--- src/rtl/busmux_pkg.sv ---
// rtl/busmux_pkg.sv - shared bus source/destination code space
package busmux_pkg;

    localparam int NUM_SRC = 24;

    localparam logic [4:0] CODE_R0     = 5'd0;
    localparam logic [4:0] CODE_R15    = 5'd15;
    localparam logic [4:0] CODE_HI     = 5'd16;
    localparam logic [4:0] CODE_LO     = 5'd17;
    localparam logic [4:0] CODE_ZHI    = 5'd18;
    localparam logic [4:0] CODE_ZLO    = 5'd19;
    localparam logic [4:0] CODE_PC     = 5'd20;
    localparam logic [4:0] CODE_MDR    = 5'd21;
    localparam logic [4:0] CODE_INPORT = 5'd22;
    localparam logic [4:0] CODE_C      = 5'd23;

    // Bits 0-17 (R0-R15, HI, LO), 20 (PC) and 21 (MDR) may be written from the bus.
    localparam logic [NUM_SRC-1:0] WRITABLE_MASK = 24'h33_FFFF;

endpackage

--- src/rtl/busdemux_decoder.sv ---
// rtl/busdemux_decoder.sv - destination code to one-hot write strobe plus legal flag
module busdemux_decoder
    import busmux_pkg::*;
(
    input  logic [4:0]         code,
    output logic [NUM_SRC-1:0] onehot,
    output logic               legal
);

    logic [NUM_SRC-1:0] raw;

    always_comb begin
        raw = '0;
        for (int i = 0; i < NUM_SRC; i++) begin
            raw[i] = (code == 5'(i));
        end
    end

    // Codes 24-31 never match any bit, so they fall out as illegal too.
    assign onehot = raw & WRITABLE_MASK;
    assign legal  = |onehot;

endmodule

--- src/rtl/busdemux_regbank.sv ---
// rtl/busdemux_regbank.sv - bus write demux with two-stage commit into the register bank
module busdemux_regbank
    import busmux_pkg::*;
#(
    parameter int DW      = 32,
    parameter bit R0_ZERO = 1'b1,
    parameter int PC_STEP = 4
) (
    input  logic               clk,
    input  logic               rst_n,
    input  logic [DW-1:0]      bus_in,
    input  logic [4:0]         wr_dest,
    input  logic               wr_valid,
    output logic               wr_ready,
    input  logic               commit_hold,
    input  logic               pc_inc,
    output logic [16*DW-1:0]   gpr_q,
    output logic [DW-1:0]      hi_q,
    output logic [DW-1:0]      lo_q,
    output logic [DW-1:0]      pc_q,
    output logic [NUM_SRC-1:0] ld_en,
    output logic [DW-1:0]      ld_data,
    output logic               err,
    output logic [4:0]         err_code
);

    logic                 s_v;
    logic [DW-1:0]        s_data;
    logic [4:0]           s_dest;
    logic [NUM_SRC-1:0]   dec_onehot;
    logic                 dec_legal;
    logic [15:0][DW-1:0]  gpr;
    logic                 accept;
    logic                 commit;

    assign wr_ready = !s_v || !commit_hold;
    assign accept   = wr_valid && wr_ready;
    assign commit   = s_v && !commit_hold;

    busdemux_decoder u_dec (
        .code   (s_dest),
        .onehot (dec_onehot),
        .legal  (dec_legal)
    );

    always_ff @(posedge clk or negedge rst_n) begin
        if (!rst_n) begin
            s_v    <= 1'b0;
            s_data <= '0;
            s_dest <= '0;
        end else if (accept) begin
            s_v    <= 1'b1;
            s_data <= bus_in;
            s_dest <= wr_dest;
        end else if (commit) begin
            s_v    <= 1'b0;
        end
    end

    // ld_data keeps the last legal value; illegal commits only touch err/err_code.
    always_ff @(posedge clk or negedge rst_n) begin
        if (!rst_n) begin
            ld_en    <= '0;
            ld_data  <= '0;
            err      <= 1'b0;
            err_code <= '0;
        end else begin
            ld_en <= '0;
            err   <= 1'b0;
            if (commit) begin
                ld_en <= dec_onehot;
                if (dec_legal) begin
                    ld_data <= s_data;
                end else begin
                    err      <= 1'b1;
                    err_code <= s_dest;
                end
            end
        end
    end

    always_ff @(posedge clk or negedge rst_n) begin
        if (!rst_n) begin
            gpr  <= '0;
            hi_q <= '0;
            lo_q <= '0;
        end else if (commit) begin
            for (int i = 0; i < 16; i++) begin
                if (dec_onehot[i] && !(i == 0 && R0_ZERO)) begin
                    gpr[i] <= s_data;
                end
            end
            if (dec_onehot[CODE_HI]) hi_q <= s_data;
            if (dec_onehot[CODE_LO]) lo_q <= s_data;
        end
    end

    // A bus write to PC wins over the increment in the same cycle.
    always_ff @(posedge clk or negedge rst_n) begin
        if (!rst_n) begin
            pc_q <= '0;
        end else if (commit && dec_onehot[CODE_PC]) begin
            pc_q <= s_data;
        end else if (pc_inc) begin
            pc_q <= pc_q + DW'(PC_STEP);
        end
    end

    assign gpr_q = gpr;

endmodule

--- config.mk ---
export PLATFORM = sky130hd
export DESIGN_NAME = busdemux_regbank
export DESIGN_NICKNAME = d
export VERILOG_FILES = /design/src/rtl/busmux_pkg.sv /design/src/rtl/busdemux_decoder.sv /design/src/rtl/busdemux_regbank.sv
export SDC_FILE = /design/constraint.sdc
export NUM_CORES = 1
export LEC_CHECK = 0
export ABC_AREA = 0
export ABC_CLOCK_PERIOD_IN_PS = 7050
export BUFFER_PORTS_ARGS = -buffer_cell sky130_fd_sc_hd__buf_4
export CAP_MARGIN = 20
export CORE_AREA = 2 2 274 276
export CTS_BUF_LIST = sky130_fd_sc_hd__clkbuf_8
export CTS_CLUSTER_DIAMETER = 200
export DETAILED_ROUTE_END_ITERATION = 8
export DIE_AREA = 0 0 276 278
export PLACE_DENSITY_LB_ADDON = 0.3
export SETUP_SLACK_MARGIN = 0.4
export SKIP_LAST_GASP = 1
export SYNTH_ARGS = -nofsm -noshare
export SYNTH_HDL_FRONTEND = slang
export SYNTH_HIERARCHICAL = 1
export SYNTH_SLANG_ARGS = --single-unit
--- constraint.sdc ---
create_clock -name clk -period 7.05 [get_ports clk]
set_input_delay 0.3525 -clock clk [delete_from_list [all_inputs] [get_ports clk]]
set_output_delay 0.3525 -clock clk [all_outputs]
set_load 0.01 [all_outputs]
**Word level (Yosys, flattened, before mapping)**

Index checks and enable logic that the tools add are counted.

- Flip-flop bits (word level): 676
- Latch bits: 0
- Bits in writable memories: 0
- Memory bits (read-only): 0
- Bits of input ports: 42
- Logic and storage cells: 82
- Memories kept: 0

- $add $sub $neg: 1
- $mul: 0
- Div/mod/pow operators: 0
- $lt $le $gt $ge: 0
- Equality and inequality tests: 19
- Shift operators: 0
- Muxes and demuxes: 7
- Bitwise logic cells: 1
- Reductions and logical operators: 29

Operator list:

| kind | count |
|---|---|
| 32-bit two-way mux | 2 |
| 5-bit by 4-bit equality test with 1-bit output, second input constant | 8 |
| 2-bit AND reduction | 19 |
| 32-bit by 3-bit adder with 32-bit output, second input constant | 1 |
| 22-bit two-way mux | 1 |
| 5-bit by 3-bit equality test with 1-bit output, second input constant | 4 |
| 5-bit equality test, second input constant | 4 |
| 20-bit OR reduction | 1 |
| 5-bit by 2-bit equality test with 1-bit output, second input constant | 2 |
| 5-bit by 1-bit equality test with 1-bit output, second input constant | 1 |
| 5-bit zero test | 1 |
| 1-bit two-way mux | 4 |
| 2-bit nonzero test | 2 |
| 1-bit logical AND | 3 |
| 1-bit zero test | 2 |
| 1-bit logical OR | 1 |
| 1-bit NOT | 1 |

**Logic depth before layout (Yosys ltp)**

- Depth in word-level cells: 4
- Depth in mapped cells: 8
- Depth with buffers taken out: 7

**Hierarchy**

Netlist, hierarchy kept.

Modules (own cells, without submodules):

| module | instances | cells each | area each (um^2) | sequential area each (um^2) |
|---|---|---|---|---|
| busdemux_regbank | 1 | 1679 | 25801.0 | 16916.2 |
| busdemux_decoder | 1 | 37 | 192.7 | 0.0 |

**Worst setup path after synthesis**

Ideal clock, no wire load.

- Path type: flip-flop to flip-flop
- Start point: reg pc_q[2]
- End point: reg pc_q[30]
- Data arrival time: 2206 ps
- Required time: 6968 ps
- Setup slack: 4762 ps
- Cell stages (with the launch flop): 7
- Clock period less this slack: 2288 ps
- Cell sequence: dfrtp_1 > ha_1 > nand4_2 > or4_4 > buf_6 > or4_1 > a31oi_1

- Cells in the longest elaborated chain, start to end: 3

RTL lines:

| element | RTL line | source |
|---|---|---|
| from (decl) | busdemux_regbank.sv:20 | `output logic [DW-1:0] pc_q,` |
| from (signal assigned) | busdemux_regbank.sv:103 | `pc_q <= s_data;` |
| from (signal assigned) | busdemux_regbank.sv:105 | `pc_q <= pc_q + DW'(PC_STEP);` |
| 32-bit by 3-bit adder with 32-bit output | busdemux_regbank.sv:105 |  |
| 32-bit two-way mux | busdemux_regbank.sv:104 | `end else if (pc_inc) begin` |
| 32-bit two-way mux | busdemux_regbank.sv:102 | `end else if (commit && dec_onehot[CODE_PC]) begin` |

No other way between the ends. The select of a mux whose other input is x is not followed.
A chain may end at the register's enable or synchronous reset.

**Worst setup path after layout**

- Start point: reg s_dest[3]
- End point: reg pc_q[17]

- Cells in the longest elaborated chain, start to end: 3
- Elaborated cells between the ends (all ways): 4

RTL lines:

| element | RTL line | source |
|---|---|---|
| from (decl) | busdemux_regbank.sv:29 | `logic [4:0] s_dest;` |
| from (signal assigned) | busdemux_regbank.sv:54 | `s_dest <= wr_dest;` |
| 5-bit equality test * | busdemux_decoder.sv:15 | `raw[i] = (code == 5'(i));` |
| named net dec_onehot[20] | busdemux_regbank.sv:30 | `logic [NUM_SRC-1:0] dec_onehot;` |
| 1-bit logical AND * | busdemux_regbank.sv:102 |  |
| 32-bit two-way mux / 2-bit nonzero test (equally long branches) | - |  |

The timed path passes the listed nets; every way through them passes the cells marked *.

==> run metrics <==
outcome finished with violations; failing checks design-rule violations; Synth area leaders dfrtp_1 65%, mux2_2 27%, clkbuf_1 1.2%; reg-to-reg endpoint pc_q[17]$_DFFE_PN0P_; Synth Register Bits slightly below 700; Worst Setup Start Kind flop; Chip Width 276 um; Die Ht 278 um; DRC viols 68; register area 0.0169 sq mm; clk slew on worst S/H paths 70 ps; number of global-route vias before repair 18200; Area Growth Syn to Fin 35.0%; CP required approximately 7700 ps; met2 WL post-DR 44300 um; PwrDens 429 mW/mm^2; Final Routed Wirelength 88000 um; Initial Util 0.352; Via density 4.86; largest net degree at the start of global routing 190; gpl congestion 0.779; syn avg cell area around 15 sq um; Total Power about 0.015 W; WL met3 5510 um; VDD IR max 0.231 mV; Skew-Pair Late Insertion Delay 730 ps; minimum clock period 2520 ps; fill count 6624; Synth top cells by count 676 x dfrtp_1, 618 x mux2_2, 86 x clkbuf_1; Clock Sinks 676; worst r2r src s_dest[3]$_DFFE_PN0P_; warnings from Yosys 70; Hold Worst Slack 246 ps; DRT Pass-1 Iters 7; post-route design area 0.0351 sq mm; RSZ-0062 raised after global routing no; port bufs 680; row cnt 100; top cell type's share of synthesized area 0.651; clock buffer depth 3; min-delay worst type in -> reg; Post-CTS Setup Bufs 0; DRT iter0 DRCs just over 900; max_cap viols 0; Finish-stage setup viols 0; leading area contributor after synthesis dfrtp_1; worst-margin pin slew 1140 ps; Pleak 17.9 nW; met1 WL roughly 35000 um; Setup Skew 34.6 ps; Worst setup EP type flop; Synth Flop Type dfrtp_1; Vias between 15000 and 20000; core area 0.0738 sq mm; HPWL after DPL 59600 um; Critical Path Start s_dest[3]$_DFFE_PN0P_; crit path kind reg -> reg; CTS Root Cell clkbuf_8; TritonCTS clock tree built; max_slew headroom 0.241; crit path max fanout 37; Hold Path Stages 4; WP data arrival approximately 3200 ps; Async SR Flop Fraction 1.00; synthesized instance count 1716; cts hold-fix bufs 41; Area after DPL 0.0319 sq mm; most numerous cell in the Yosys netlist dfrtp_1; # IOs 713; H-tree depth 3; GRT overflow 0; number of distinct library cells after synthesis 38; first-pass GRT wire length 127000 um; Fin. Hold Viols 0; total die area 0.0767 sq mm; Slew Viols, Final 0; Wirelength per Cell 25.0 um; GRT Overall Usage 0.226; DR top layer met5; flop-to-flop setup slack 4530 ps; fin crit share 0.358; Num CTS Buffers 114; Post-synth EDFFs 0; area of the multi-input gates 0.00838 sq mm; Hold Path Origin commit_hold; initial antenna violation count 7; Post-DRT Antenna Nets 0; # nets final 2492; Setup TNS Final 0 ps; R2R cell count 8; Post-CTS Resized 0; worst min-delay path endpoint ld_en[0]$_DFF_PN0_; fraction of layout cells with a size suffix above 1 0.606; synthesized cell area 0.0260 sq mm; Fmax 396 MHz; post-synthesis sequential area ratio 0.651
## flip-flops by register name, indices dropped and copies added, names as in the netlist
signal and count:
ld_data 32, s_data 32, err_code 5, hi_q 32
err 1, gpr_q 480, s_v 1, ld_en 24
s_dest 5, pc_q 32, lo_q 32
## cells by family (layout without fill, tap and decap cells)
kind of cell,after synthesis,after routing,share of synthesized area
XOR/XNOR,13,13,0.00438
AO/OA/AOI/OAI,46,46,0.0109
buffers and inverters,195,989,0.0338
flip-flops,676,676,0.651
other,2,39,0.000289
adder cells (fa/ha/maj),1,1,0.000481
multiplexers,619,619,0.268
AND/OR/NAND/NOR,164,164,0.0313
## critical path, cell delays in order, from the launching register on
cell,delay (ps)
dfrtp_1,470
nand3b_1,180
nor2_1,60
nand3b_1,80
buf_4,310
clkinv_1,750
nor2_1,330
nand4_1,130
nand3_1,110
## stage by stage
step | setup slack, ps | cells | utilization
after global placement | 4590 | 3251 | 0.432
final | 4530 | 3516 | 0.475
after global routing | 4210 | 3515 | 0.475
after floorplan | 4760 | 1750 | -
after detailed placement | 4500 | 3251 | 0.432
after CTS | 4500 | 3503 | 0.472
## area by class of cell
| cell class | count | area share |
|---|---|---|
| multi-input combinational | 879 | 0.239 |
| tap | 969 | 0.0346 |
| clock inverter | 70 | 0.0157 |
| inverter | 22 | 0.00235 |
| antenna | 3 | 0.000214 |
| timing repair buffer | 756 | 0.171 |
| clock buffer | 141 | 0.0553 |
| sequential | 676 | 0.482 |
## layout by cell type, fill, tap and decap left out, types with 9 or more instances in the layout
cell / netlist / final
mux2_2: 618 / 618
nand2_1: 53 / 35
clkbuf_8: 0 / 141
buf_4: 37 / 701
or4_1: 9 / 9
a31oi_1: 13 / 13
dlygate4sd3_1: 0 / 41
inv_1: 21 / 53
xnor2_1: 10 / 10
nand3_1: 10 / 10
dfrtp_1: 676 / 676
nor2_1: 41 / 41
conb_1: 2 / 36
nand4_1: 10 / 10
o21ai_0: 20 / 20
clkinv_2: 0 / 20
nand2_2: 0 / 18
## metal layers
layer,global-route usage,up-vias
li1,-,7370
met1,0.274,9013
met2,0.390,556
met3,0.0561,164
met4,0.0841,2
met5,0,-
## power breakdown
part	leakage, nW	internal (W)	switching, W
registers	8.76	0.00528	0.00102
logic	7.79	0.00277	0.00223
clock network	1.40	0.00208	0.00168
## worst max path at each step
stage | endpoint | slack [ps] | cells past startpoint
2_1_floorplan | pc_q[30]$_DFFE_PN0P_ | 4760 | 6
3_3_place_gp | pc_q[15]$_DFFE_PN0P_ | 4590 | 8
3_5_place_dp | pc_q[22]$_DFFE_PN0P_ | 4500 | 6
4_1_cts | pc_q[22]$_DFFE_PN0P_ | 4500 | 6
5_1_grt | pc_q[15]$_DFFE_PN0P_ | 4210 | 8
6_report | pc_q[17]$_DFFE_PN0P_ | 4530 | 8
(Power assumes the default switching activity.)
